<file path="src/rtl/vedic_mac_unit.sv">
// rtl/vedic_mac_unit.sv - 4x4 Vedic multiplier feeding a LEN-beat dot-product accumulator
// Contains the 2x2 Urdhva-Tiryakbhyam cell and the MAC top built from four of them.

module vedic_mul_2_bit (
    input  logic [1:0] a_i,
    input  logic [1:0] b_i,
    output logic [3:0] p_o
);
    logic cross_hi;
    logic cross_lo;
    logic cross_c;
    logic top;

    assign cross_hi = a_i[1] & b_i[0];
    assign cross_lo = a_i[0] & b_i[1];
    assign cross_c  = cross_hi & cross_lo;
    assign top      = a_i[1] & b_i[1];

    assign p_o[0] = a_i[0] & b_i[0];
    assign p_o[1] = cross_hi ^ cross_lo;
    assign p_o[2] = top ^ cross_c;
    assign p_o[3] = top & cross_c;
endmodule

module vedic_mac_unit #(
    parameter int LEN   = 8,
    parameter int ACC_W = 11
) (
    input  logic             clk,
    input  logic             rst_n,
    input  logic             in_valid,
    output logic             in_ready,
    input  logic [3:0]       in_a,
    input  logic [3:0]       in_b,
    output logic             out_valid,
    input  logic             out_ready,
    output logic [ACC_W-1:0] out_acc,
    output logic             out_ovf
);
    localparam int CNT_W = $clog2(LEN) + 1;

    typedef enum logic [1:0] {ACCUM, DRAIN, HOLD} state_t;

    state_t             state_q, state_d;
    logic [7:0]         prod_q;
    logic               pv_q;
    logic [CNT_W-1:0]   cnt_q, cnt_d;
    logic [ACC_W-1:0]   acc_q, acc_d;
    logic               ovf_q, ovf_d;

    logic [3:0]         p_ll, p_hl, p_lh, p_hh;
    logic [4:0]         p_mid;
    logic [7:0]         prod;
    logic [ACC_W:0]     sum;
    logic               accept;
    logic               result_hs;
    logic               last_beat;

    vedic_mul_2_bit u_ll (.a_i(in_a[1:0]), .b_i(in_b[1:0]), .p_o(p_ll));
    vedic_mul_2_bit u_hl (.a_i(in_a[3:2]), .b_i(in_b[1:0]), .p_o(p_hl));
    vedic_mul_2_bit u_lh (.a_i(in_a[1:0]), .b_i(in_b[3:2]), .p_o(p_lh));
    vedic_mul_2_bit u_hh (.a_i(in_a[3:2]), .b_i(in_b[3:2]), .p_o(p_hh));

    assign p_mid = {1'b0, p_hl} + {1'b0, p_lh};
    assign prod  = {4'b0000, p_ll} + {1'b0, p_mid, 2'b00} + {p_hh, 4'b0000};

    assign in_ready  = (state_q == ACCUM);
    assign out_valid = (state_q == HOLD);
    assign out_acc   = acc_q;
    assign out_ovf   = ovf_q;

    assign accept    = in_valid & in_ready;
    assign result_hs = out_valid & out_ready;
    assign last_beat = accept && (cnt_q == CNT_W'(LEN - 1));
    assign sum       = {1'b0, acc_q} + (ACC_W + 1)'(prod_q);

    // DRAIN stays until the final registered product has been folded into acc.
    always_comb begin
        state_d = state_q;
        case (state_q)
            ACCUM:   if (last_beat) state_d = DRAIN;
            DRAIN:   if (!pv_q)     state_d = HOLD;
            HOLD:    if (out_ready) state_d = ACCUM;
            default: state_d = ACCUM;
        endcase
    end

    always_comb begin
        cnt_d = cnt_q;
        acc_d = acc_q;
        ovf_d = ovf_q;
        if (result_hs) begin
            cnt_d = '0;
            acc_d = '0;
            ovf_d = 1'b0;
        end else begin
            if (accept) cnt_d = cnt_q + 1'b1;
            if (pv_q) begin
                acc_d = sum[ACC_W-1:0];
                ovf_d = ovf_q | sum[ACC_W];
            end
        end
    end

    always_ff @(posedge clk) begin
        if (!rst_n) begin
            state_q <= ACCUM;
            prod_q  <= '0;
            pv_q    <= 1'b0;
            cnt_q   <= '0;
            acc_q   <= '0;
            ovf_q   <= 1'b0;
        end else begin
            state_q <= state_d;
            pv_q    <= accept;
            if (accept) prod_q <= prod;
            cnt_q   <= cnt_d;
            acc_q   <= acc_d;
            ovf_q   <= ovf_d;
        end
    end
endmodule
</file>
<file path="config.mk">
export PLATFORM = sky130hd
export DESIGN_NAME = vedic_mac_unit
export DESIGN_NICKNAME = d
export VERILOG_FILES = /design/src/rtl/vedic_mac_unit.sv
export SDC_FILE = /design/constraint.sdc
export NUM_CORES = 1
export LEC_CHECK = 0
export CAP_MARGIN = 15
export CORE_MARGIN = 2
export CORE_UTILIZATION = 30
export CTS_CLUSTER_DIAMETER = 100
export CTS_CLUSTER_SIZE = 24
export DETAILED_ROUTE_END_ITERATION = 7
export GPL_TIMING_DRIVEN = 0
export SLEW_MARGIN = 15
export SYNTH_ARGS = -nofsm -noshare
export SYNTH_HDL_FRONTEND = slang
export SYNTH_HIERARCHICAL = 1
export SYNTH_SLANG_ARGS = --single-unit
</file>
<file path="constraint.sdc">
create_clock -name clk -period 4 [get_ports clk]
set_input_delay 0.4 -clock clk [delete_from_list [all_inputs] [get_ports clk]]
set_output_delay 0.4 -clock clk [all_outputs]
set_load 0.005 [all_outputs]
</file>
# After elaboration in Yosys (flattened, before gate mapping)

Cells that the tools add are included.

Memories kept: 0
Word-level logic and storage cells: 61
Memory bits (writable): 0
Flip-flop bits (word level): 27
Bits in read-only memories: 0
Bits in latches: 0

Order comparisons: 0
Reduce and logical (&&, ||, !) cells: 4
Bitwise gates (word level): 36
Multiplexer cells: 4
$mul: 0
$add $sub $neg: 5
Equality and inequality tests: 6
Div/mod/pow operators: 0
Shifts and indexed selects: 0

Operators by type and width:

| kind                                                  | number |
|---|---|
| AND 1 bit                                             | 26 |
| adder 11 x 8 -> 12 bit                                | 1 |
| adder 4 x 7 -> 8 bit                                  | 1 |
| adder 8 bit                                           | 1 |
| XOR 1 bit                                             | 8 |
| 2-to-1 mux 2 bit                                      | 3 |
| case mux 2 bit (3 select lines)                       | 1 |
| adder 4 x 4 -> 5 bit                                  | 1 |
| adder 4 x 1 -> 4 bit, second input constant           | 1 |
| equality test 4 x 3 -> 1 bit, second input constant   | 1 |
| inequality test 2 x 1 -> 1 bit, second input constant | 2 |
| AND reduction 3 bit                                   | 1 |
| equality test 2 x 1 -> 1 bit, second input constant   | 1 |
| equality test 2 bit, second input constant            | 1 |
| zero test 2 bit                                       | 1 |
| inequality test 2 bit, second input constant          | 1 |
| OR reduction 2 bit                                    | 1 |
| logical AND 1 bit                                     | 1 |
| NOT 1 bit                                             | 1 |
| OR 1 bit                                              | 1 |

# Logic depth before layout (Yosys ltp)

Depth in word-level cells: 6
Mapped depth: 11

# Modules after synthesis

Netlist, hierarchy kept.

By module, submodules not included:

| module          | area each (µm²) | cells each | times used |
|---|---|---|---|
| vedic_mac_unit  | 1710.4          | 200        | 1 |
| vedic_mul_2_bit | 50.0            | 6          | 4 |

# Worst setup path before layout

Ideal clock, no wire load.

Path type: input to register
Start: in in_a[3]
End: reg prod_q[7]
Arrival time: 2.490 ns
Path slack: 1.382 ns
Data required time: 3.873 ns
Stages: 9
Cells stage by stage: and2_1 > ha_1 > fa_1 > a21o_1 > a21o_1 > ha_1 > o21ai_0 > o21ai_0 > or3b_1

Elaborated cells between the ends (all ways): 15
Classes of those cells: add/sub: 3; bitwise: 12

RTL lines:

| what                 | line | RTL |
|---|---|---|
| from (decl)          | 33   | `input logic [3:0] in_a,` |
| AND 1 bit            | 14   | `assign cross_hi = a_i[1] & b_i[0];` |
| XOR 1 bit            | 20   | `assign p_o[1] = cross_hi ^ cross_lo;` |
| via p_hl[1]          | 51   | `logic [3:0] p_ll, p_hl, p_lh, p_hh;` |
| adder 4 x 4 -> 5 bit | 64   | `assign p_mid = {1'b0, p_hl} + {1'b0, p_lh};` |
| adder 4 x 7 -> 8 bit | 65   | `assign prod = {4'b0000, p_ll} + {1'b0, p_mid, 2'b00} + {p_hh, 4'b0000};` |
| adder 8 bit          | 65   |  |
| to (signal assigned) | 116  | `if (accept) prod_q <= prod;` |
| to (decl)            | 45   | `logic [7:0] prod_q;` |

The timed path passes the listed nets, and every way through them passes these cells.
A chain may end at the register's enable or synchronous reset.

# Final worst setup path

Ends and elaborated chain as after synthesis.

==> impl_metrics.ini <==
[run_status]
status = complete, no violations

[floorplan]
start_util = 0.306
die_area_mm2 = 0.00702
ios = 26
fp-row-count = 29
die_w_um = 83.8
core-area_mm2 = 0.00624
die_h_um = 83.8

[yosys]
synthMuxAreaShare = 0.0210
ys_types = 45
synth_edf_count = 0
syn_area_mm2 = 0.00191
synth_top_family_by_area = simple AND/OR/NAND/NOR gates
syn-instance-count = 224
ys_seq_area_frac = 0.283
ys_ff_latch = 27
async_flop_share = 0
synth_fa_ha_area_frac = 0.202
yosys_most_used_dff = dfxtp_1
synth_xor_area_frac = 0.0413
synth_warnings = 6
syn_area_per_cell_um2 = 8.53
synthesis.nets = 265
synth_compound_area_frac = 0.167
synth_simple_gate_area_share = 0.253

[clock_tree]
post_cts_buffers = 0
clk_latency_ps = 280
clk_pin_slew_ps = 100
cts-root-buf = clkbuf_8
cts_tree = yes
cts-hold-fix-buffers = 0
cts_resized = 0
cts_sinks = 27
h-tree-depth = 1
cts_buffer_depth = 2
numCtsBuffers = 3

[finish]
drive_gt1_frac = 0.0277
diodes = 0
n_fill_cell = 675
area_growth_pct = 20.6
fin_nets = 295
final_util = 0.369

[global_routing]
grt.total_usage = 0.119
antenna_found_initial = 0
grt_overflow = 0
grt_max_degree = 16
first_global_vias = 1621
grt_pass1_wl_um = 6950

[worst_hold_path]
hp-start = prod_q[4]$_SDFFE_PN0P_
hp-class = flip-flop to flip-flop
whs_path_depth = 2
whs_endpoint = prod_q[4]$_SDFFE_PN0P_

[placed_design]
portBuffers = 25
gp_congestion = 0.822
dp_hpwl_um = 3220

[pwr]
irDropWorstVdd_mv = 0.112
p_leak_nw = 0.978
p_per_area_mw_per_mm2 = 264

[timing]
period_share = 0.734
fmax_mhz = 341
tightestPinTransition_ps = 599
period_needed_ps = 2940
relSlewSlack = 0.599
skew_ps = 4.87
finalSetupViolCount = 0
slew_viol_final = 0
rsz0062_at_grt = no
hold_viol_final = 0
setup_tns_ps = 0

[setup_path]
r2r-start = out_acc[0]$_SDFFE_PP0P_
critPathArrivalTime_ps = 3110
path_max_fanout = 4
path_class = primary input to flip-flop
cp-end-kind = flip-flop
cp_data_required_time_ps = 4170
timing.rr.end = out_acc[6]$_SDFFE_PP0P_
r2r_setup_slack_ps = 1880
r2r_cells = 6
start_kind = primary input

[route]
route.detailed.wl_per_inst_um = 12.1
ant_nets = 0
vias_per_cell = 4.92
first_iter_violations = 43
drt_wl_total_um = 3990
firstDrtPassIters = 4
drc = 0
dr_total_vias = 1622

[flow_run]
drv_cap = 0
-- per-layer routing --
metal | part of all wire | wire (um) | track usage
met2 | 0.45 | 1810 | 0.201
met4 | 0.015 | 61 | 0.0499
met1 | 0.50 | 2000 | 0.150
met5 | 0 | 0 | 0
met3 | 0.029 | 115 | 0.0198
-- flip-flops by register name, indices dropped and copies added (netlist names) --
name	flops
state_q	2
out_ovf	1
pv_q	1
cnt_q	4
out_acc	11
prod_q	8
-- logic make-up after synthesis --
logic type / after synthesis
AND/OR/NAND/NOR: 89
adder cells (fa/ha/maj): 29
buffers and inverters: 16
AO/OA/AOI/OAI: 50
flip-flops: 27
multiplexers: 4
XOR/XNOR: 9
-- where the power goes --
part / total [mW] / switching (mW) / leakage (nW) / internal, mW
combinational: 0.153 / 0.0785 / 0.733 / 0.0744
sequential: 0.297 / 0.0127 / 0.220 / 0.284
clock: 0.158 / 0.0880 / 0.0255 / 0.0699
-- stage by stage --
step | setup WS (ps) | hold slack (ps) | std cells | power (mW) | instance area [um2]
3_5_place_dp | 759 | 458 | 326 | 0.457 | 2260
4_1_cts | 1050 | 472 | 330 | 0.613 | 2300
2_1_floorplan | 1380 | 436 | 224 | 0.406 | 1910
5_1_grt | 837 | 506 | 330 | 0.646 | 2300
6_report | 1060 | 468 | 330 | 0.607 | 2300
3_3_place_gp | 786 | 449 | 326 | 0.454 | 2260
-- final cells by class --
cell class	instances	area [um2]	share of cell area
multi-input cells	181	1310	0.568
flip-flops and latches	27	541	0.235
repair buffers	25	250	0.109
well taps	77	96.3	0.0418
clock buffers	3	41.3	0.0179
inverters	11	41.3	0.0179
plain buffers	5	21.3	0.00923
clock inverters	1	5.00	0.00217
-- critical path: stages --
cell and delay (ps):
clkdlybuf4s50_1 450, and2_1 180, ha_1 330, fa_1 470, a21o_1 190, a21o_1 170
ha_1 310, o21ai_0 120, o21ai_0 140, or3b_1 340
-- placed cells by master, fill, tap and decap left out, drive strengths merged, types with 3 or more instances in the layout --
cell type      instances
clkdlybuf4s50         25
xnor2                  4
fa                     3
or4                    3
buf                    3
nor3                   4
a21o                   7
clkbuf                 5
dfxtp                 27
inv                   10
nand2                 20
nand3                 13
and2                  17
o21ai                  7
or3                    4
ha                    26
xor2                   5
mux2i                  4
a211oi                 6
a21oi                 18
nor2                  12
-- synth_stat cells, types with 2 or more instances --
cell type / count / area share
a211oi_1: 6 / 0.024
a21o_1: 7 / 0.028
a21oi_1: 18 / 0.047
and2_1: 17 / 0.056
and3_1: 2 / 0.0065
buf_2: 2 / 0.0052
clkbuf_1: 2 / 0.0039
dfxtp_1: 27 / 0.28
fa_1: 3 / 0.031
ha_1: 26 / 0.17
inv_1: 10 / 0.020
mux2i_1: 4 / 0.021
nand2_1: 20 / 0.039
nand3_1: 13 / 0.034
nand4_1: 2 / 0.0065
nor2_1: 12 / 0.024
nor3_1: 4 / 0.010
nor3b_1: 2 / 0.0079
o21a_1: 2 / 0.0079
o21ai_0: 6 / 0.016
o31ai_1: 2 / 0.0079
or3_1: 4 / 0.013
or3b_1: 2 / 0.0092
or4_1: 3 / 0.012
xnor2_1: 4 / 0.018
xor2_1: 5 / 0.023
-- worst max path at each step --
stage | start | end | slack [ps] | cells after the start
3_5_place_dp | in_b[1] | prod_q[7]$_SDFFE_PN0P_ | 760 | 10
4_1_cts | in_b[1] | prod_q[7]$_SDFFE_PN0P_ | 1050 | 10
5_1_grt | in_a[3] | prod_q[7]$_SDFFE_PN0P_ | 840 | 10
2_1_floorplan | in_a[3] | prod_q[7]$_SDFFE_PN0P_ | 1380 | 9
3_3_place_gp | in_b[0] | prod_q[7]$_SDFFE_PN0P_ | 790 | 10
6_report | in_a[3] | prod_q[7]$_SDFFE_PN0P_ | 1060 | 10
(Power assumes the default switching activity.)
